## src/rtl/ysyx_24110006_idu_stage_pkg.sv

```systemverilog
// Shared decode constants for the IDU stage: opcodes, format indices,
// buffer-occupancy states and the opcode-to-format classifier.
package ysyx_24110006_idu_stage_pkg;

  localparam logic [6:0] OP_LUI    = 7'b0110111;
  localparam logic [6:0] OP_AUIPC  = 7'b0010111;
  localparam logic [6:0] OP_JAL    = 7'b1101111;
  localparam logic [6:0] OP_JALR   = 7'b1100111;
  localparam logic [6:0] OP_BRANCH = 7'b1100011;
  localparam logic [6:0] OP_LOAD   = 7'b0000011;
  localparam logic [6:0] OP_STORE  = 7'b0100011;
  localparam logic [6:0] OP_IMM    = 7'b0010011;
  localparam logic [6:0] OP_REG    = 7'b0110011;
  localparam logic [6:0] OP_SYSTEM = 7'b1110011;

  localparam logic [31:0] INST_MRET = 32'h3020_0073;

  localparam int FMT_I = 0;
  localparam int FMT_J = 1;
  localparam int FMT_U = 2;
  localparam int FMT_S = 3;
  localparam int FMT_B = 4;
  localparam int FMT_R = 5;
  localparam int FMT_W = 6;

  localparam logic [1:0] S_EMPTY = 2'd0;
  localparam logic [1:0] S_ONE   = 2'd1;
  localparam logic [1:0] S_TWO   = 2'd2;

  typedef struct packed {
    logic [31:0] inst;
    logic [31:0] pc;
  } beat_t;

  // mret shares OP_SYSTEM with the I-format CSR ops but has no format class.
  function automatic logic [FMT_W-1:0] decode_fmt(input logic [31:0] inst);
    logic [FMT_W-1:0] f;
    f = '0;
    case (inst[6:0])
      OP_IMM, OP_JALR, OP_LOAD: f[FMT_I] = 1'b1;
      OP_SYSTEM:                f[FMT_I] = (inst != INST_MRET);
      OP_LUI, OP_AUIPC:         f[FMT_U] = 1'b1;
      OP_JAL:                   f[FMT_J] = 1'b1;
      OP_STORE:                 f[FMT_S] = 1'b1;
      OP_BRANCH:                f[FMT_B] = 1'b1;
      OP_REG:                   f[FMT_R] = 1'b1;
      default:                  f = '0;
    endcase
    return f;
  endfunction

endpackage

```

## src/rtl/ysyx_24110006_idu_stage_imm.sv

```systemverilog
// Immediate generator: sign-extended RISC-V immediate for the given instruction,
// zero for mret and unsupported opcodes.
module ysyx_24110006_IMM
  import ysyx_24110006_idu_stage_pkg::*;
(
  input  logic [31:0] inst,
  output logic [31:0] imm
);

  logic [FMT_W-1:0] fmt;

  always_comb begin
    fmt = decode_fmt(inst);
    imm = '0;
    if (fmt[FMT_I])
      imm = {{20{inst[31]}}, inst[31:20]};
    else if (fmt[FMT_U])
      imm = {inst[31:12], 12'b0};
    else if (fmt[FMT_J])
      imm = {{12{inst[31]}}, inst[19:12], inst[20], inst[30:21], 1'b0};
    else if (fmt[FMT_B])
      imm = {{20{inst[31]}}, inst[7], inst[30:25], inst[11:8], 1'b0};
    else if (fmt[FMT_S])
      imm = {{21{inst[31]}}, inst[30:25], inst[11:7]};
    else if (fmt[FMT_R])
      imm = {25'b0, inst[31:25]};
  end

endmodule

```

## src/rtl/ysyx_24110006_idu_stage.sv

```systemverilog
// Decode stage: 2-entry skid buffer between IFU and EXU, head-beat decode,
// flush and saturating back-pressure counter.
module ysyx_24110006_idu_stage
  import ysyx_24110006_idu_stage_pkg::*;
#(
  parameter int CNT_W = 32
) (
  input  logic             clock,
  input  logic             reset,
  input  logic             in_valid,
  output logic             in_ready,
  input  logic [31:0]      in_inst,
  input  logic [31:0]      in_pc,
  input  logic             flush,
  output logic             out_valid,
  input  logic             out_ready,
  output logic [31:0]      out_inst,
  output logic [31:0]      out_pc,
  output logic [31:0]      out_imm,
  output logic [5:0]       out_fmt,
  output logic             out_illegal,
  output logic [CNT_W-1:0] stall_cnt
);

  logic [1:0] state;
  beat_t      head;
  beat_t      skid;
  beat_t      in_beat;
  logic       acc;
  logic       pop;

  assign in_beat   = '{inst: in_inst, pc: in_pc};
  assign in_ready  = (state != S_TWO) && !flush;
  assign out_valid = (state != S_EMPTY);
  assign acc       = in_valid && in_ready;
  assign pop       = out_valid && out_ready;

  // Flush wins over everything; a same-cycle pop is already consumed by EXU.
  always_ff @(posedge clock or posedge reset) begin
    if (reset) begin
      state <= S_EMPTY;
      head  <= '0;
      skid  <= '0;
    end else if (flush) begin
      state <= S_EMPTY;
    end else begin
      case (state)
        S_EMPTY: begin
          if (acc) begin
            head  <= in_beat;
            state <= S_ONE;
          end
        end
        S_ONE: begin
          if (acc && !pop) begin
            skid  <= in_beat;
            state <= S_TWO;
          end else if (!acc && pop) begin
            state <= S_EMPTY;
          end else if (acc && pop) begin
            head <= in_beat;
          end
        end
        S_TWO: begin
          if (pop) begin
            head  <= skid;
            state <= S_ONE;
          end
        end
        default: state <= S_EMPTY;
      endcase
    end
  end

  always_ff @(posedge clock or posedge reset) begin
    if (reset)
      stall_cnt <= '0;
    else if (out_valid && !out_ready && (stall_cnt != '1))
      stall_cnt <= stall_cnt + {{(CNT_W-1){1'b0}}, 1'b1};
  end

  assign out_inst    = head.inst;
  assign out_pc      = head.pc;
  assign out_fmt     = decode_fmt(head.inst);
  assign out_illegal = (out_fmt == '0) && (head.inst != INST_MRET);

  ysyx_24110006_IMM u_imm (
    .inst (head.inst),
    .imm  (out_imm)
  );

endmodule

```

## config.mk

```make
export PLATFORM = sky130hd
export DESIGN_NAME = ysyx_24110006_idu_stage
export DESIGN_NICKNAME = d
export VERILOG_FILES = /design/src/rtl/ysyx_24110006_idu_stage_pkg.sv /design/src/rtl/ysyx_24110006_idu_stage_imm.sv /design/src/rtl/ysyx_24110006_idu_stage.sv
export SDC_FILE = /design/constraint.sdc
export NUM_CORES = 1
export LEC_CHECK = 0
export BUFFER_PORTS_ARGS = -buffer_cell sky130_fd_sc_hd__buf_2
export CAP_MARGIN = 20
export CELL_PAD_IN_SITES_DETAIL_PLACEMENT = 2
export CELL_PAD_IN_SITES_GLOBAL_PLACEMENT = 2
export CORE_ASPECT_RATIO = 0.7
export CORE_MARGIN = 3
export CORE_UTILIZATION = 34
export CTS_BUF_LIST = sky130_fd_sc_hd__clkbuf_16
export DETAILED_ROUTE_END_ITERATION = 8
export GPL_TIMING_DRIVEN = 0
export PLACE_DENSITY_LB_ADDON = 0.1
export RECOVER_POWER = 100
export SLEW_MARGIN = 5
export SYNTH_ARGS = -nofsm -noshare
export SYNTH_HDL_FRONTEND = slang
export SYNTH_SLANG_ARGS = --single-unit
```

## constraint.sdc

```tcl
create_clock -name clock -period 14.2 [get_ports clock]
set_input_delay 2.84 -clock clock [delete_from_list [all_inputs] [get_ports clock]]
set_output_delay 2.84 -clock clock [all_outputs]
set_load 0.02 [all_outputs]
```

==> results of run 1 <==
## cells by family (layout without fill, tap and decap cells)
family	Yosys count	after routing	synth area share (%)
XOR/XNOR	27	27	3.14
adder cells (fa/ha/maj)	1	1	0.166
buffers and inverters	48	288	2.39
flip-flops	162	162	53.8
AND/OR/NAND/NOR	340	340	20.6
multiplexers	66	66	9.86
AO/OA/AOI/OAI	112	112	10.0
## where the power goes
part           switching (mW)  leakage, nW  internal [mW]
Clock                   0.205        0.275          0.261
Combinational           0.189         1.93          0.110
Sequential             0.0814         1.95          0.553
Total                   0.475         4.15          0.923
## flip-flops by register name, indices dropped and copies added (netlist names)
signal and flops:
state 2, out_inst 32, stall_cnt 32, skid 64, out_pc 32
## worst register-to-register path, stage by stage (launching register included)
cell,delay [ps]
dfrtp_1,460
nand4_1,210
or4_4,590
nor4_1,1120
nand3_1,170
mux2_2,320
## routing by layer
layer	GRT usage, %	vias to the layer above	share of wire, %
li1	-	3101	-
met5	0	-	0
met3	4.01	13	4.6
met2	34.4	163	44
met1	35.0	3509	51
met4	4.62	0	0.76
## per-stage QoR
stage	instances	hold WS (ps)	util, %	total power [mW]	instance area [um2]
after floorplan	756	479	-	0.816	7530
after global placement	1237	486	41.9	0.936	8900
after detailed placement	1240	494	42.1	0.952	8950
after CTS	1272	510	44.9	1.42	9530
after global routing	1272	523	43.9	1.47	9320
final	1272	507	43.9	1.40	9320
## path summary, 6_finish.rpt
| kind | cells after the start | endpoint | from |
|---|---|---|---|
| max | 3 | in_ready | flush |
| min | 1 | skid[39] | skid[39] |
| max reg2reg | 5 | stall_cnt[22] | stall_cnt[4] |
| min reg2reg | 1 | skid[39] | skid[39] |
| max in group asynchronous | 3 | skid[50] | reset |
| min in group asynchronous | 2 | stall_cnt[8] | reset |
## Yosys cell counts, types with 3 or more instances
| master | count | area [um2] |
|---|---|---|
| nor4b_1 | 3 | 26.3 |
| nor2b_1 | 4 | 25.0 |
| a22o_1 | 6 | 52.6 |
| and2_1 | 5 | 31.3 |
| mux2_2 | 65 | 732 |
| o21ai_0 | 5 | 25.0 |
| xnor2_1 | 15 | 131 |
| nand4_1 | 13 | 81.3 |
| a31oi_1 | 64 | 400 |
| nand2b_1 | 3 | 18.8 |
| and3_1 | 3 | 18.8 |
| inv_1 | 3 | 11.3 |
| or3_1 | 5 | 31.3 |
| nor3_1 | 11 | 55.1 |
| nand3_1 | 12 | 60.1 |
| nor4_1 | 13 | 81.3 |
| dfrtp_1 | 162 | 4050 |
| a21o_1 | 16 | 120 |
| nor2_1 | 75 | 282 |
| a21oi_1 | 5 | 25.0 |
| nand4b_1 | 3 | 26.3 |
| clkbuf_1 | 43 | 161 |
| or2_2 | 3 | 18.8 |
| nand2_1 | 174 | 653 |
| nor3b_1 | 4 | 30.0 |
| xor2_1 | 12 | 105 |
## cell type report
class,instances,area (um2),share of cell area [%]
Clock inverter,15,156,1.68
Buffer,45,169,1.81
Sequential cell,162,4050,43.5
Timing Repair Buffer,208,896,9.61
Tap cell,276,345,3.70
Multi-Input combinational cell,546,3260,35.0
Inverter,3,12.5,0.134
Clock buffer,17,425,4.56
==> results.md, run 1 <==
- Rel. slew slack: -85.2%
- Postcts setup bufs: 0
- H-tree depth: 4
- Routed vias/inst: roughly 5.3
- Gate Count Post-Synth: around 760
- # rows: 44
- Highest clock rate: around 160 MHz
- Clock latency on the worst-skew pair: around 430 ps
- Slew @ Worst Pin: about 2800 ps
- Mapped Nets: between 800 and 900
- Largest net degree at the start of global routing: between 100 and 150
- Detailed-route via count: 6,786
- CTS resizes: 0
- Layout cells sized above 1: approximately 17%
- Mapped Avg Cell Area: about 10 um2
- Pwr/cell area: between 100 and 150 nW/um2
- Gr usage total: 22.9%
- TritonCTS clock tree: built
- WP data required: approximately 11,000 ps
- Sequential area share after synthesis: approximately 54%
- Crit path time final: approximately 6300 ps
- Final setup TNS: 0 ps
- Fillers: roughly 2,400
- CTS clk-pin slew, worst paths: 60 ps
- Total CTS buffers: 17
- Crit path buf inv count: 2
- Gr ovfl total: 0
- Vias in the first global route: around 7,100
- VDD IR-drop max: around 0.000068 V
- CP max-delay cell: clkbuf_1
- First-pass GRT wire length: between 40,000 and 50,000 um
- Die height: between 100 and 150 um
- Post-DP HPWL: 20,100 um
- Crit path DAT: between 3000 and 4000 ps
- Fin. Hold Viols: 0
- Leak Pwr: 4.15 nW
- Die width: about 180 um
- Initial antenna violation count: 0
- CORE AREA: 21,300 um2
- Total Nets Final: 1,053
- #FFs+latches synth: 162
- Max-slew violation count: 58
- DRC Markers: 0
- Area Overhead vs Synth: 23.8%
- Post-synth EDFFs: 0
- Distinct cells, synth: between 40 and 50
- Clock Tree Buf Depth: 2
- Crit-path leading delay family: buffers and inverters
- Initial core utilization: about 35%
- Commonest non-fill, non-tap cell in the layout: clkbuf_1
- Worst-path fanout max: 5
- Failing checks: max-capacitance violations, max-slew violations
- Pre-antenna DRT Iters: 5
- Clock Sinks: between 150 and 200
- FF-to-FF setup slack: approximately 11,000 ps
- Ys async rst share: 100%
- Synth warn: 0
- Synthesized area: about 7500 um2
- Worst hold path class: flop to flop
- Root buffer cell: clkbuf_16
- Initial detailed-routing violation count: 424
- CP Cell Sequence: buf_2 -> nor2_1 -> clkbuf_1
- Die ar.: 24,000 um2
- IO Pins: 206
- Routed Antenna Nets: 0
- Critical path class: input port to output port
- Final setup viols: 0
- Port bufs: between 200 and 250
- Ant diodes: 0
- RSZ-0062 raised after global routing: false
- Worst Setup Slack, final: just under 8000 ps
- Worst setup SP type: input port
- Final worst clock skew: about 16 ps
- Commonest non-fill, non-tap cells in the layout: clkbuf_1, nand2_1, dfrtp_1
- Maxcap violations: 1
- Status: finished with violations
- CP Capture Type: output port
- Main flop type after synthesis: dfrtp_1
- WL final: 27,400 um
- Placement Setup Slack: roughly 8000 ps
- CTS Hold Buffers Added: 0
- Final Wtd Congestion: between 0.8 and 0.9
- Fin crit share: 44.1%
- WL per Instance: roughly 22 um
- Slowest stage delay, CP: 260 ps
Power figures use the tool's default switching activity.
==> run 2, diff against run 1 <==
Settings changed: CORE_UTILIZATION 34 to 32.
Clock period 14.2 ns to 6.4 ns, I/O delays scaled along.
==> run 2 against run 1 <==
Effect of this change:
- the run still ends with max-capacitance violations, max-slew violations left
- cell count grew 2.9%
- hold slack got worse by 2.1 ps
- total power increased by 120%
- cell area hardly changed
- die area is 6.0% higher
- via count shrank 1.6%
- worst setup slack got worse by 6200 ps
- flip-flop and latch count did not move
- first-iteration DRC count shrank 32%
- clock skew is 6.6 ps lower
- utilization fell by 3.2 points
- non-clock buffer count rose by 1
- critical endpoint is now out_imm[22]
- highest routed layer is now met5
==> results.md, run 2 (synthesis gave the netlist of run 1 again) <==
- Final Wtd Congestion: ~0.79
- Final worst clock skew: 9.38 ps
- FF+latch area: just over 4000 um2
- RSZ-0062 raised after global routing: false
- Failing checks: max-capacitance violations, max-slew violations
- Routed vias/inst: between 5 and 6
- Gr usage total: a little over a fifth
- Fillers: 2,633
- Crit path DAT: about 3400 ps
- Layout Utilization: roughly two fifths
- Crit path buf inv count: 2
- Root buffer cell: clkbuf_16
- IO Pins: slightly above 200
- Status: finished with violations
- Initial antenna violation count: 1
- WP data required: 5120 ps
- Routed Antenna Nets: 0
- Postcts setup bufs: 0
- Rel. slew slack: -149%
- Clock Tree Buf Depth: 2
- Area Overhead vs Synth: 23.8%
- TritonCTS clock tree: built
- Max-slew violation count: between 100 and 150
- Finished Cell Area: between 9000 and 10,000 um2
- Commonest non-fill, non-tap cells in the layout: clkbuf_1, nand2_1, dfrtp_1
- WL final: 26,800 um
- CP Capture Type: output port
- Total Nets Final: about 1,100
- Initial core utilization: between 30% and 40%
- Leak Pwr: just over 4 nW
- Pwr/cell area: approximately 320 nW/um2
- Highest clock rate: between 200 and 250 MHz
- Worst setup SP type: flop
- Crit path time final: 4650 ps
- Slew @ Worst Pin: 3730 ps
- Slowest stage delay, CP: roughly 800 ps
- Max FFs per register: 64
- CP Cell Sequence: nand3_1 -> nor4b_1 -> o211ai_1 -> a21boi_0 -> clkbuf_1 -> a21o_1 -> clkbuf_1
- Ant diodes: 0
- Critical path class: flop to output port
- CTS resizes: 0
- Port bufs: slightly above 200
- CTS clk-pin slew, worst paths: approximately 60 ps
- Worst-path fanout max: 10
- DRC Markers: 0
- GR Util met2: a little under a third
- Worst hold path class: flop to flop
- Commonest non-fill, non-tap cell in the layout: clkbuf_1
- Initial detailed-routing violation count: 290
- GR peak layer: met1
- Clock latency on the worst-skew pair: 430 ps
- Vias in the first global route: 6,995
- Fin crit share: between 70% and 80%
- Area of the multi-input gates: roughly 3300 um2
- Die ar.: about 25,000 um2
- VDD IR-drop max: roughly 0.00018 V
- Die height: ~130 um
- Total CTS buffers: 17
- Area post-placement: approximately 9000 um2
- Maxcap violations: 2
- WL per Instance: a little over 20 um
- H-tree depth: 4
- Die width: around 190 um
- Largest net degree at the start of global routing: just over 90
- Layout cells sized above 1: 16.9%
- Largest Register: skid
- # rows: 46
- Met3 usage: under 10%
- Met1 GRT Util: between 30% and 40%
- Clock Sinks: between 150 and 200
- CTS Hold Buffers Added: 0
- CP max-delay cell: nor4b_1
- Pre-antenna DRT Iters: 4
- First-pass GRT wire length: roughly 42,000 um
- Crit-path leading delay family: simple AND/OR/NAND/NOR gates
- Detailed-route via count: between 6,000 and 7,000
- Final setup viols: 0
- Post-DP HPWL: between 15,000 and 20,000 um
- Gr ovfl total: 0
- CORE AREA: 22,900 um2
- Cell mode on critical path: clkbuf_1
- Fin. Hold Viols: 0
run 2: changes by cell type in the layout (fill, tap and decap cells not counted), sizes merged:
cell,delta
buf,+2
bufinv,-1
clkdlybuf4s25,-1
clkinv,+4
clkinvlp,-3
run 2: cell type report:
| cell class | count | area share (%) |
|---|---|---|
| buffer | 45 | 1.81 |
| clock inverter | 15 | 1.13 |
| multi-input combinational | 546 | 35.1 |
| clock buffer | 17 | 4.56 |
| tap | 312 | 4.19 |
| timing repair buffer | 209 | 9.61 |
| sequential | 162 | 43.5 |
| inverter | 3 | 0.121 |
run 2: report_power, final:
| group | internal [mW] | total, mW | switching, mW |
|---|---|---|---|
| logic | 0.243 | 0.655 | 0.412 |
| registers | 1.23 | 1.41 | 0.178 |
| clock network | 0.524 | 0.950 | 0.426 |
| total | 1.99 | 3.01 | 1.02 |
run 2: worst register-to-register path, stage by stage, from the launching register on:
cell     delay [ps]
dfrtp_1         480
nand4_1         230
or4_4           580
nor4_1         1230
nor4_1          200
xor2_1          210
run 2: final timing paths:
kind / from / endpoint / cells past startpoint / slack, ps
setup / recovery: out_inst[4] / out_imm[22] / 7 / 1750
hold / removal: skid[18] / skid[18] / 1 / 500
setup reg to reg: stall_cnt[4] / stall_cnt[21] / 5 / 3340
hold reg to reg: skid[18] / skid[18] / 1 / 500
max in group asynchronous: reset / skid[57] / 2 / 2040
min in group asynchronous: reset / stall_cnt[7] / 2 / 2230
run 2: metrics by stage:
| step | worst slack, ps | hold WS (ps) | TNS [ps] | cells | total power, mW |
|---|---|---|---|---|---|
| finish | 1750 | 505 | 0 | 1309 | 3.01 |
| global route | 1190 | 516 | 0 | 1309 | 3.18 |
| CTS | 1900 | 509 | 0 | 1308 | 3.08 |
| detailed placement | 2390 | 493 | 0 | 1276 | 2.11 |
| global placement | -1630 | 484 | -260630 | 1273 | 2.08 |
| floorplan | 743 | 479 | 0 | 756 | 1.81 |
run 2: metal layers:
| metal | routed length, um | up-vias |
|---|---|---|
| li1 | - | 3100 |
| met1 | 13800 | 3410 |
| met2 | 11300 | 143 |
| met3 | 1360 | 20 |
| met4 | 291 | 2 |
| met5 | 7 | - |
==> run 3, diff against run 2 <==
Settings changed: CORE_UTILIZATION 32 to 29.
Clock period 6.4 ns to 4.2 ns, I/O delays scaled along.
==> run 3 against run 2 <==
Effect of this change:
- the flow still finishes with violations (max-capacitance violations, max-slew violations)
- cell count is 1.2% higher
- cell area is 0.89% higher
- first-iteration DRC count is 9.3% lower
- global-route usage is 1.0 points lower
- flip-flop and latch count stayed put
- register-to-register slack worse by 2300 ps
- die area is 9.9% higher
- count of clock-buffer cells in the layout stayed put
- utilization is 3.2 points lower
- largest power group unchanged
==> results.md, run 3 (synthesis gave the netlist of run 1 again) <==
- Status: finished with violations
- Failing checks: max-capacitance violations, max-slew violations
- CTS clk-pin slew, worst paths: 60 ps
- Slowest stage delay, CP: approximately 430 ps
- TritonCTS clock tree: built
- Post-route non-filler standard cell count: roughly 1,300
- Worst-path fanout max: 10
- Crit path time final: 3940 ps
- Routed vias/inst: roughly 5
- Tot Pwr: about 4.7 mW
- Maxcap violations: 1
- Pwr/cell area: 495 nW/um2
- Max FFs per register: 64
- Clock latency on the worst-skew pair: between 400 and 500 ps
- RSZ-0062 raised after global routing: false
- H-tree depth: 4
- Max-slew violation count: 9
- # rows: 48
- Slew @ Worst Pin: between 1500 and 2000 ps
- Initial core utilization: between 20% and 30%
- Root buffer cell: clkbuf_16
- Fillers: 2,862
- Die height: 141 um
- Post-DP HPWL: 21,200 um
- Detailed-route via count: ~6,700
- Vias in the first global route: approximately 7,000
- Cell mode on critical path: clkbuf_1
- Port bufs: 205
- Highest clock rate: roughly 250 MHz
- WP data required: roughly 3400 ps
- Largest net degree at the start of global routing: 37
- WL final: between 20,000 and 30,000 um
- First-pass GRT wire length: 43,300 um
- Clock Tree Buf Depth: 2
- Rel. slew slack: -7.72%
- Pre-antenna DRT Iters: 5
- Largest Register: skid
- Final hold slack: a little under 500 ps
- Initial detailed-routing violation count: 263
- Final Wtd Congestion: 0.762
- Final setup viols: 0
- DP Cell Count: about 1,300
- Die width: 199 um
- Fin crit share: 93.9%
- Total CTS buffers: 17
- CP max-delay cell: a211oi_2
- VDD IR-drop max: about 0.00028 V
- Routed Antenna Nets: 0
- Leak Pwr: about 4.2 nW
- Worst hold path class: flop to flop
- WL per Instance: between 20 and 25 um
- CP Cell Sequence: clkbuf_1 -> nand4b_1 -> a211oi_2 -> a21oi_1 -> a21boi_0 -> clkbuf_1 -> a21o_1 -> clkbuf_1
- Critical path class: flop to output port
- IO Pins: ~210
- Ant diodes: 0
- Gr usage total: 20.3%
- Layout Utilization: between 30% and 40%
- DRC Markers: 0
- Area Overhead vs Synth: 24.9%
- Commonest non-fill, non-tap cells in the layout: clkbuf_1, nand2_1, dfrtp_1
- Layout cells sized above 1: 17.9%
- Worst setup SP type: flop
- Crit path DAT: just over 3000 ps
- CP Capture Type: output port
- Commonest non-fill, non-tap cell in the layout: clkbuf_1
- Die ar.: about 28,000 um2
- Total Nets Final: 1,058
- Initial antenna violation count: 1
- Final worst clock skew: a little under 8 ps
- Final setup TNS: 0 ps
- Fin. Hold Viols: 0
- Gr ovfl total: 0
- Clock Sinks: 162
- CORE AREA: 25,100 um2
==> run 3: area by class of cell <==
class / instances / area [um2] / area share, %
plain buffers: 45 / 169 / 1.80
clock inverters: 14 / 126 / 1.34
repair buffers: 213 / 932 / 9.91
flip-flops and latches: 162 / 4050 / 43.1
well taps: 325 / 407 / 4.32
clock buffers: 17 / 425 / 4.52
inverters: 3 / 12.5 / 0.133
multi-input cells: 546 / 3280 / 34.9
==> run 3: path summary, 6_finish.rpt <==
check / startpoint / to / slack (ps) / depth (start not counted)
max: out_inst[2] / out_imm[26] / 260 / 8
min: stall_cnt[31] / stall_cnt[31] / 490 / 1
max reg2reg: stall_cnt[4] / stall_cnt[21] / 1070 / 5
min reg2reg: stall_cnt[31] / stall_cnt[31] / 490 / 1
max in group asynchronous: reset / skid[10] / 850 / 5
min in group asynchronous: reset / stall_cnt[9] / 580 / 2
==> run 3: where the power goes <==
| group | leakage (nW) | internal, mW | switching, mW | total (mW) |
|---|---|---|---|---|
| registers | 1.95 | 1.87 | 0.280 | 2.15 |
| clock network | 0.277 | 0.859 | 0.642 | 1.50 |
| logic | 1.97 | 0.374 | 0.629 | 1.00 |
| total | 4.20 | 3.10 | 1.55 | 4.65 |
==> run 3: metal layers <==
layer | GRT usage (%) | up-vias | part of all wire, %
li1 | - | 3112 | -
met5 | 0 | - | 0.025
met2 | 29.2 | 137 | 42
met1 | 31.4 | 3404 | 52
met4 | 3.73 | 2 | 0.73
met3 | 4.23 | 14 | 4.9
==> run 3: critical path, delay by kind of cell, from the launching register on <==
kind                   cells  cell delay [ps]
buffers and inverters      3             1100
AO/OA/AOI/OAI              4              970
flip-flops                 1              420
AND/OR/NAND/NOR            1              180
==> run 3: metrics by stage <==
step | setup slack [ps] | cell area [um2]
after global routing | 63.3 | 9400
final | 255 | 9400
after global placement | -97.5 | 8960
after CTS | 51.6 | 9630
after floorplan | 1280 | 7530
after detailed placement | 559 | 9080
==> run 3: timing repair <==
item / CTS / global route
setup endpoints to repair: 0 / 10
gates resized for setup: 0 / 2
hold endpoints to repair: 0 / 0
hold buffers: 0 / 0
setup buffers: 0 / 0
